--- src/rtl/hsv_blob_tracker.sv ---
// HSV window blob tracker: counts matching pixels per 90x60 frame, accumulates
// their coordinates and derives the integer centroid with a bit-serial divider.
module hsv_blob_tracker #(
   parameter int IMG_W   = 90,
   parameter int IMG_H   = 60,
   parameter int MIN_PIX = 16
) (
   input  logic        clk_llc,
   input  logic        reset,
   input  logic        pix_valid,
   input  logic [23:0] pix_hsv,
   input  logic        frame_start,
   input  logic [7:0]  h_min,
   input  logic [7:0]  h_max,
   input  logic [7:0]  s_min,
   input  logic [7:0]  v_min,
   output logic        res_valid,
   output logic [12:0] res_count,
   output logic [6:0]  res_x,
   output logic [5:0]  res_y,
   output logic        res_found,
   output logic        busy
);

   localparam logic [6:0]  X_LAST    = 7'(IMG_W - 1);
   localparam logic [5:0]  Y_LAST    = 6'(IMG_H - 1);
   localparam logic [12:0] FOUND_MIN = 13'(MIN_PIX);
   localparam logic [4:0]  DIV_LAST  = 5'd18;

   typedef enum logic [1:0] {IDLE, DIVX, DIVY, DONE} state_t;

   state_t      state, state_nxt;

   logic [7:0]  hue, sat, val;
   logic        hue_ok, pix_match, frame_end;
   logic [6:0]  x_p0, x_base;
   logic [5:0]  y_p0, y_base;
   logic [12:0] cnt_p0, cnt_base, cnt_nxt;
   logic [18:0] sum_x_p0, sum_x_base, sum_x_nxt;
   logic [18:0] sum_y_p0, sum_y_base, sum_y_nxt;

   logic        vld_p1;
   logic [12:0] snap_cnt_p1;
   logic [18:0] snap_sx_p1, snap_sy_p1;

   logic [12:0] rem_p2, step_rem;
   logic [18:0] quo_p2, step_quo;
   logic [6:0]  qx_p2;
   logic [4:0]  it_p2;
   logic        div_run, div_last, out_load;

   // One restoring-division iteration: shift in the next dividend bit, subtract if it fits.
   function automatic logic [31:0] div_step(input logic [12:0] rem, input logic [18:0] quo,
                                            input logic [12:0] den);
      logic [13:0] shifted;
      logic [12:0] new_rem;
      logic        q_bit;
      shifted = {rem, quo[18]};
      q_bit   = (shifted >= {1'b0, den});
      new_rem = q_bit ? 13'(shifted - {1'b0, den}) : shifted[12:0];
      return {new_rem, quo[17:0], q_bit};
   endfunction

   assign hue = pix_hsv[23:16];
   assign sat = pix_hsv[15:8];
   assign val = pix_hsv[7:0];

   always_comb begin
      if (h_min <= h_max)
         hue_ok = (hue >= h_min) && (hue <= h_max);
      else
         hue_ok = (hue >= h_min) || (hue <= h_max);
      pix_match  = pix_valid && hue_ok && (sat >= s_min) && (val >= v_min);
      x_base     = frame_start ? 7'd0  : x_p0;
      y_base     = frame_start ? 6'd0  : y_p0;
      cnt_base   = frame_start ? 13'd0 : cnt_p0;
      sum_x_base = frame_start ? 19'd0 : sum_x_p0;
      sum_y_base = frame_start ? 19'd0 : sum_y_p0;
      frame_end  = pix_valid && (x_base == X_LAST) && (y_base == Y_LAST);
      cnt_nxt    = cnt_base + 13'(pix_match);
      sum_x_nxt  = sum_x_base + (pix_match ? 19'(x_base) : 19'd0);
      sum_y_nxt  = sum_y_base + (pix_match ? 19'(y_base) : 19'd0);
   end

   // Stage p0: raster position and live accumulators
   always_ff @(posedge clk_llc or posedge reset) begin
      if (reset) begin
         x_p0     <= '0;
         y_p0     <= '0;
         cnt_p0   <= '0;
         sum_x_p0 <= '0;
         sum_y_p0 <= '0;
      end else if (frame_end) begin
         x_p0     <= '0;
         y_p0     <= '0;
         cnt_p0   <= '0;
         sum_x_p0 <= '0;
         sum_y_p0 <= '0;
      end else if (pix_valid) begin
         cnt_p0   <= cnt_nxt;
         sum_x_p0 <= sum_x_nxt;
         sum_y_p0 <= sum_y_nxt;
         if (x_base == X_LAST) begin
            x_p0 <= '0;
            y_p0 <= y_base + 6'd1;
         end else begin
            x_p0 <= x_base + 7'd1;
            y_p0 <= y_base;
         end
      end else if (frame_start) begin
         x_p0     <= '0;
         y_p0     <= '0;
         cnt_p0   <= '0;
         sum_x_p0 <= '0;
         sum_y_p0 <= '0;
      end
   end

   // Stage p1: frame totals snapshot, including the pixel that ends the frame
   always_ff @(posedge clk_llc or posedge reset) begin
      if (reset) begin
         vld_p1      <= 1'b0;
         snap_cnt_p1 <= '0;
         snap_sx_p1  <= '0;
         snap_sy_p1  <= '0;
      end else begin
         vld_p1 <= frame_end;
         if (frame_end) begin
            snap_cnt_p1 <= cnt_nxt;
            snap_sx_p1  <= sum_x_nxt;
            snap_sy_p1  <= sum_y_nxt;
         end
      end
   end

   assign {step_rem, step_quo} = div_step(rem_p2, quo_p2, snap_cnt_p1);
   assign div_run  = (state == DIVX) || (state == DIVY);
   assign div_last = (it_p2 == DIV_LAST);
   assign out_load = (state == DIVY) && div_last && !frame_end;

   // Stage p2: divider datapath and result registers
   always_ff @(posedge clk_llc or posedge reset) begin
      if (reset) begin
         rem_p2    <= '0;
         quo_p2    <= '0;
         qx_p2     <= '0;
         it_p2     <= '0;
         res_count <= '0;
         res_x     <= '0;
         res_y     <= '0;
         res_found <= 1'b0;
      end else begin
         if (vld_p1) begin
            quo_p2 <= snap_sx_p1;
            rem_p2 <= '0;
            it_p2  <= '0;
         end else if (div_run) begin
            if (div_last) begin
               it_p2  <= '0;
               rem_p2 <= '0;
               if (state == DIVX) begin
                  qx_p2  <= step_quo[6:0];
                  quo_p2 <= snap_sy_p1;
               end else begin
                  quo_p2 <= step_quo;
               end
            end else begin
               rem_p2 <= step_rem;
               quo_p2 <= step_quo;
               it_p2  <= it_p2 + 5'd1;
            end
         end
         if (out_load) begin
            res_count <= snap_cnt_p1;
            res_found <= (snap_cnt_p1 >= FOUND_MIN);
            res_x     <= (snap_cnt_p1 == 13'd0) ? 7'd0 : qx_p2;
            res_y     <= (snap_cnt_p1 == 13'd0) ? 6'd0 : step_quo[5:0];
         end
      end
   end

   always_ff @(posedge clk_llc or posedge reset) begin
      if (reset)
         state <= IDLE;
      else
         state <= state_nxt;
   end

   always_comb begin
      state_nxt = state;
      busy      = 1'b1;
      res_valid = 1'b0;
      case (state)
         IDLE: begin
            busy = 1'b0;
            if (vld_p1)
               state_nxt = DIVX;
         end
         DIVX: if (div_last) state_nxt = DIVY;
         DIVY: if (div_last) state_nxt = DONE;
         DONE: begin
            res_valid = 1'b1;
            state_nxt = IDLE;
         end
         default: state_nxt = IDLE;
      endcase
      // A new frame end abandons any division in flight; the fresh snapshot restarts it.
      if (frame_end)
         state_nxt = IDLE;
   end

endmodule
--- config.mk ---
export PLATFORM = sky130hd
export DESIGN_NAME = hsv_blob_tracker
export DESIGN_NICKNAME = d
export VERILOG_FILES = /design/src/rtl/hsv_blob_tracker.sv
export SDC_FILE = /design/constraint.sdc
export NUM_CORES = 1
export LEC_CHECK = 0
export ABC_AREA = 1
export BUFFER_PORTS_ARGS = -buffer_cell sky130_fd_sc_hd__buf_4
export CAP_MARGIN = 20
export CORE_UTILIZATION = 30
export DETAILED_ROUTE_END_ITERATION = 10
export GPL_TIMING_DRIVEN = 1
export HOLD_SLACK_MARGIN = 0.02
export PLACE_DENSITY = 0.51
export SETUP_SLACK_MARGIN = 0.05
export SLEW_MARGIN = 20
export SYNTH_ARGS = -nofsm -noshare
export SYNTH_HDL_FRONTEND = slang
export SYNTH_SLANG_ARGS = --single-unit
--- constraint.sdc ---
create_clock -name clk_llc -period 15.6 [get_ports clk_llc]
set_input_delay 3.12 -clock clk_llc [delete_from_list [all_inputs] [get_ports clk_llc]]
set_output_delay 3.12 -clock clk_llc [all_outputs]
set_load 0.02 [all_outputs]
## Yosys cells after proc, flatten, opt, wreduce, memory -nomap -nowiden

Cells that the tools add are included.

- Mux-type cells: 40
- Magnitude comparators: 7
- Shift operators: 0
- Bitwise operators: 1
- Reductions and logical operators: 16
- Multiply operators: 0
- Divide/modulo/power cells: 0
- $add $sub $neg: 7
- Equality and inequality tests: 9

Operators by type and width:

| operator | count |
|---|---|
| $mux W19 | 10 |
| $mux W13 | 7 |
| $mux W7 | 6 |
| $mux W6 | 6 |
| $ge A8 B8 Y1 | 3 |
| $add A19 B6 Y19 | 1 |
| $add A19 B7 Y19 | 1 |
| $le A8 B8 Y1 | 2 |
| $mux W5 | 3 |
| $ge A14 B13 Y1 | 1 |
| $add A13 B1 Y13 | 1 |
| $ge A13 B5 Y1 const B | 1 |
| $logic_not A13 Y1 | 1 |
| $sub A13 B13 Y13 | 1 |
| $ne A3 B3 Y1 const B | 3 |
| $logic_and A1 B1 Y1 | 8 |
| $mux W2 | 4 |
| $pmux W2 S4 | 1 |
| $add A7 B1 Y7 const B | 1 |
| $eq A7 B7 Y1 const B | 1 |
| $add A6 B1 Y6 const B | 1 |
| $eq A6 B6 Y1 const B | 1 |
| $add A5 B1 Y5 const B | 1 |
| $eq A5 B5 Y1 const B | 1 |
| 10 further kinds | 14 |

- Bits in read-only memories: 0
- Bits in writable memories: 0
- Memories: 0
- Bits in registers: 189
- Latch bits: 0

## Depth between registers and ports, before layout

- Word-level depth: 10
- Gate-level depth with buffers: 30
- Mapped depth without buffers: 29

## Worst setup path before layout

Ideal clock, no wire load.

- Kind: in2reg
- Start: input port h_max[7]
- End: register sum_x_p0[12]
- Buffers on the path: 1
- Arrival time: 5.797 ns
- Setup slack: 9.690 ns
- Cell stages on the path: 24
- Required time: 15.487 ns
- Cell sequence: inv_1 -> ha_1 -> a21o_1 -> nor2_1 -> nand2_1 -> nand2_1 -> nor2_1 -> nor2_1 -> nand4_1 -> clkbuf_1 -> nor2_1 -> ha_1 -> inv_1 -> fa_1 -> inv_1 -> nand3_1 -> nand2_1 -> nand3_1 -> nand2_1 -> nand2_1 -> xnor2_1 -> nand2_1 -> nand2_1 -> inv_1

- Cells in the longest elaborated chain, start to end: 10

RTL lines:

| what | RTL line | text |
|---|---|---|
| start: declaration | 14 | `input logic [7:0] h_max,` |
| $le A8 B8 Y1 | 70, 72 |  |
| $logic_or A1 B1 Y1 or $logic_and A1 B1 Y1 (tied branches) | 72, 70 |  |
| $mux W1 * | 69 | `if (h_min <= h_max)` |
| $logic_and A1 B1 Y1 * (3 in a row) | 73 | `pix_match = pix_valid && hue_ok && (sat >= s_min) && (val >= v_min);` |
| $mux W7 * | 81 | `sum_x_nxt = sum_x_base + (pix_match ? 19'(x_base) : 19'd0);` |
| $add A19 B7 Y19 * | 81 |  |
| $mux W19 * | 99 | `end else if (pix_valid) begin` |
| $mux W19 * | 93 | `end else if (frame_end) begin` |
| end signal: assignment | 101 | `sum_x_p0 <= sum_x_nxt;` |
| end: declaration | 39 | `logic [18:0] sum_x_p0, sum_x_base, sum_x_nxt;` |

Every way passes the cells marked *; elsewhere a longest branch is shown, timed or not.
A chain may end at the register's enable or synchronous reset.

## Final worst setup path

- Start: input port frame_start
- End: register res_y[3]

- Cells in the longest elaborated chain, start to end: 6

RTL lines:

| what | RTL line | text |
|---|---|---|
| start: declaration | 12 | `input logic frame_start,` |
| $mux W7 | n/a |  |
| $eq A7 B7 Y1 | 79 | `frame_end = pix_valid && (x_base == X_LAST) && (y_base == Y_LAST);` |
| $logic_and A1 B1 Y1 | 79 |  |
| $logic_and A1 B1 Y1 * | 79 |  |
| $logic_not A1 Y1 * | 139 | `assign out_load = (state == DIVY) && div_last && !frame_end;` |
| $logic_and A1 B1 Y1 * | 139 |  |
| end signal: assignment | 177 | `res_y <= (snap_cnt_p1 == 13'd0) ? 6'd0 : step_quo[5:0];` |
| end: declaration | 20 | `output logic [5:0] res_y,` |

Marked as above.

==> metrics <==
status=finished, final reports clean; Clock Pin Slew Worst Setup and Hold Paths=70 ps; vias=9926; Crit Path Max Fanout=81; worst min path class=reg -> reg; Final min period=7020 ps; unrepaired setup endpoints after global routing=false; Final Max Tran Viols=0; pre-CTS WS=8070 ps; Slew headroom=0.310; Crit. End Element=flip-flop; sequential area share after synthesis=0.408; Req. time, crit path=15980 ps; Die X=199 µm; Seq cells post-synth=189; mapped cell area=0.0116 mm²; gr usage total=0.158; startpoint types=input port; Iter 0 DRT Violations=609; final wirelength=29600 µm; final-report hold violation count=0; Overflow after GRT=0; IO Port Bufs=88; Final Power=1030 µW; CTS resizes=0; most area-consuming cells after synthesis=dfrtp_1 41%, nand2_1 13%, ha_1 8.3%, inv_1 7.8%, nor2_1 5.1%; Final HPWL DP=20900 µm; Static Leak=0.00686 µW; Slew @ Worst Pin=1040 ps; Met3 Routed Length=976 µm; first-pass GRT wire length=50000 µm; cts hold-fix bufs=0; number of global-route vias before repair=9851; peak supply drop=0.0538 mV; first drt pass iteration count=7; commonest non-fill, non-tap cell in the layout=nand2_1; Max Cap Viol=0; Die ar.=0.0394 mm²; Unique masters post-synth=41; share of layout cells above drive strength 1=0.0887; TritonCTS Sinks=189; CTS tree=yes; H-tree depth=4; initial antenna violation count=0; Starting Density=0.306; most frequent cells in the layout=398 x nand2_1, 241 x inv_1, 189 x dfrtp_1, 156 x nor2_1, 100 x nand3_1; Mapped Nets=1701; Post-synth EDFFs=0; later-pin clock latency in the skew report=440 ps; drt drc=0; postcts setup bufs=0; global placer's final weighted congestion=0.876; FFs w/ async S/R, synth=1.00; core area=0.0378 mm²; setup ws final=8580 ps; top sig layer=met4; Layout Area Growth over Synthesis=14.3%; final antenna-violating net count=0; Vias/cell=4.63; Yosys top cell by area=dfrtp_1; clk_skew=6.74 ps; syn_area_per_cell=7.43 µm²; clk root buf=clkbuf_16; setup violation total in the final timing report=0; row cnt=71; yosys warns=0; M1 wire length=14900 µm; I/O pin count=89; Die H=199 µm; Cell Pwr Density=77.6 mW/mm²; clock buffer depth=2; Synth top area share=0.408; Num CTS Buffers=17; Routed wire per std cell=13.8 µm; Most used DFF post-synth=dfrtp_1; cells after synthesis=1561; met2 routed WL=13400 µm; ant diodes=0; crit path DAT=7400 ps; largest net degree at the start of global routing=136; max frequency=0.142 GHz; kind of critical path=in -> reg; Fin Setup TNS=0 ps; part of the cycle the worst path needs=0.450; NumNets Final=1762
==> flip-flops by register name, summed over array words and instances, names as in the netlist, 19 cells and up <==
register,count
snap_sy_p1,19
snap_sx_p1,19
sum_y_p0,19
sum_x_p0,19
quo_p2,19
==> power by group <==
part / internal (µW) / switching [µW] / total [µW]
combinational: 38.2 / 66.3 / 104
clock: 213 / 204 / 417
sequential: 501 / 5.01 / 506
total: 753 / 275 / 1030
==> final timing paths <==
kind	from	cells after the start	to	slack, ps
worst max register to register	x_p0[0]$_DFF_PP0_	12	res_y[3]$_DFFE_PP0P_	11890
max in group asynchronous	reset	3	snap_sy_p1[9]$_DFFE_PP0P_	11370
worst max-delay path	frame_start	13	res_y[3]$_DFFE_PP0P_	8580
worst min-delay path	qx_p2[6]$_DFFE_PP0P_	2	res_x[6]$_DFFE_PP0P_	470
min in group asynchronous	reset	2	res_x[5]$_DFFE_PP0P_	2840
worst min register to register	qx_p2[6]$_DFFE_PP0P_	2	res_x[6]$_DFFE_PP0P_	470
==> worst max-delay path: stages <==
cell and delay [ps]:
buf_4 260, inv_2 600, nand2_1 240, ha_1 280, nand4_1 390, nor2_4 30
buf_4 280, inv_2 80, buf_4 670, nand2_4 420, nor2_1 750, nand2_1 130
nand2_1 100
==> synth_stat cells (18+ instances only) <==
master    number
nand4_1       24
a21oi_1       70
nor2_1       157
ha_1          77
o21ai_0       77
dfrtp_1      189
xor2_1        22
nand2_1      398
a22oi_1       18
o21ai_1       20
nor3_1        21
buf_2         23
nand3_1      100
inv_1        242
clkbuf_1      25
==> per-stage QoR <==
step	utilization	hold WS, ps	cell area (µm²)	cells
after global placement	0.336	456	12700	2114
after floorplan	-	442	11600	1561
after CTS	0.350	476	13300	2146
after global routing	0.350	505	13300	2146
final	0.350	474	13300	2146
after detailed placement	0.336	457	12700	2114
==> final cells by class <==
class,instances,area (µm²)
fillers,4018,24600
clock inverters,12,104
flip-flops and latches,189,4730
well taps,511,639
clock buffers,20,447
inverters,246,931
multi-input cells,1073,5690
repair buffers,95,713
==> routing by layer <==
metal  global-route usage  vias to the layer above
met3               0.0219                       18
met2                0.260                      143
met4               0.0393                        0
met5                    0                        -
li1                     -                     5114
met1                0.218                     4651
==> kinds of logic after synthesis <==
group	share of synthesized area
XOR/XNOR	0.0272
adder cells (fa/ha/maj)	0.0883
AO/OA/AOI/OAI	0.117
AND/OR/NAND/NOR	0.258
flip-flops	0.408
buffers and inverters	0.101
Power figures use the tool's default switching activity.
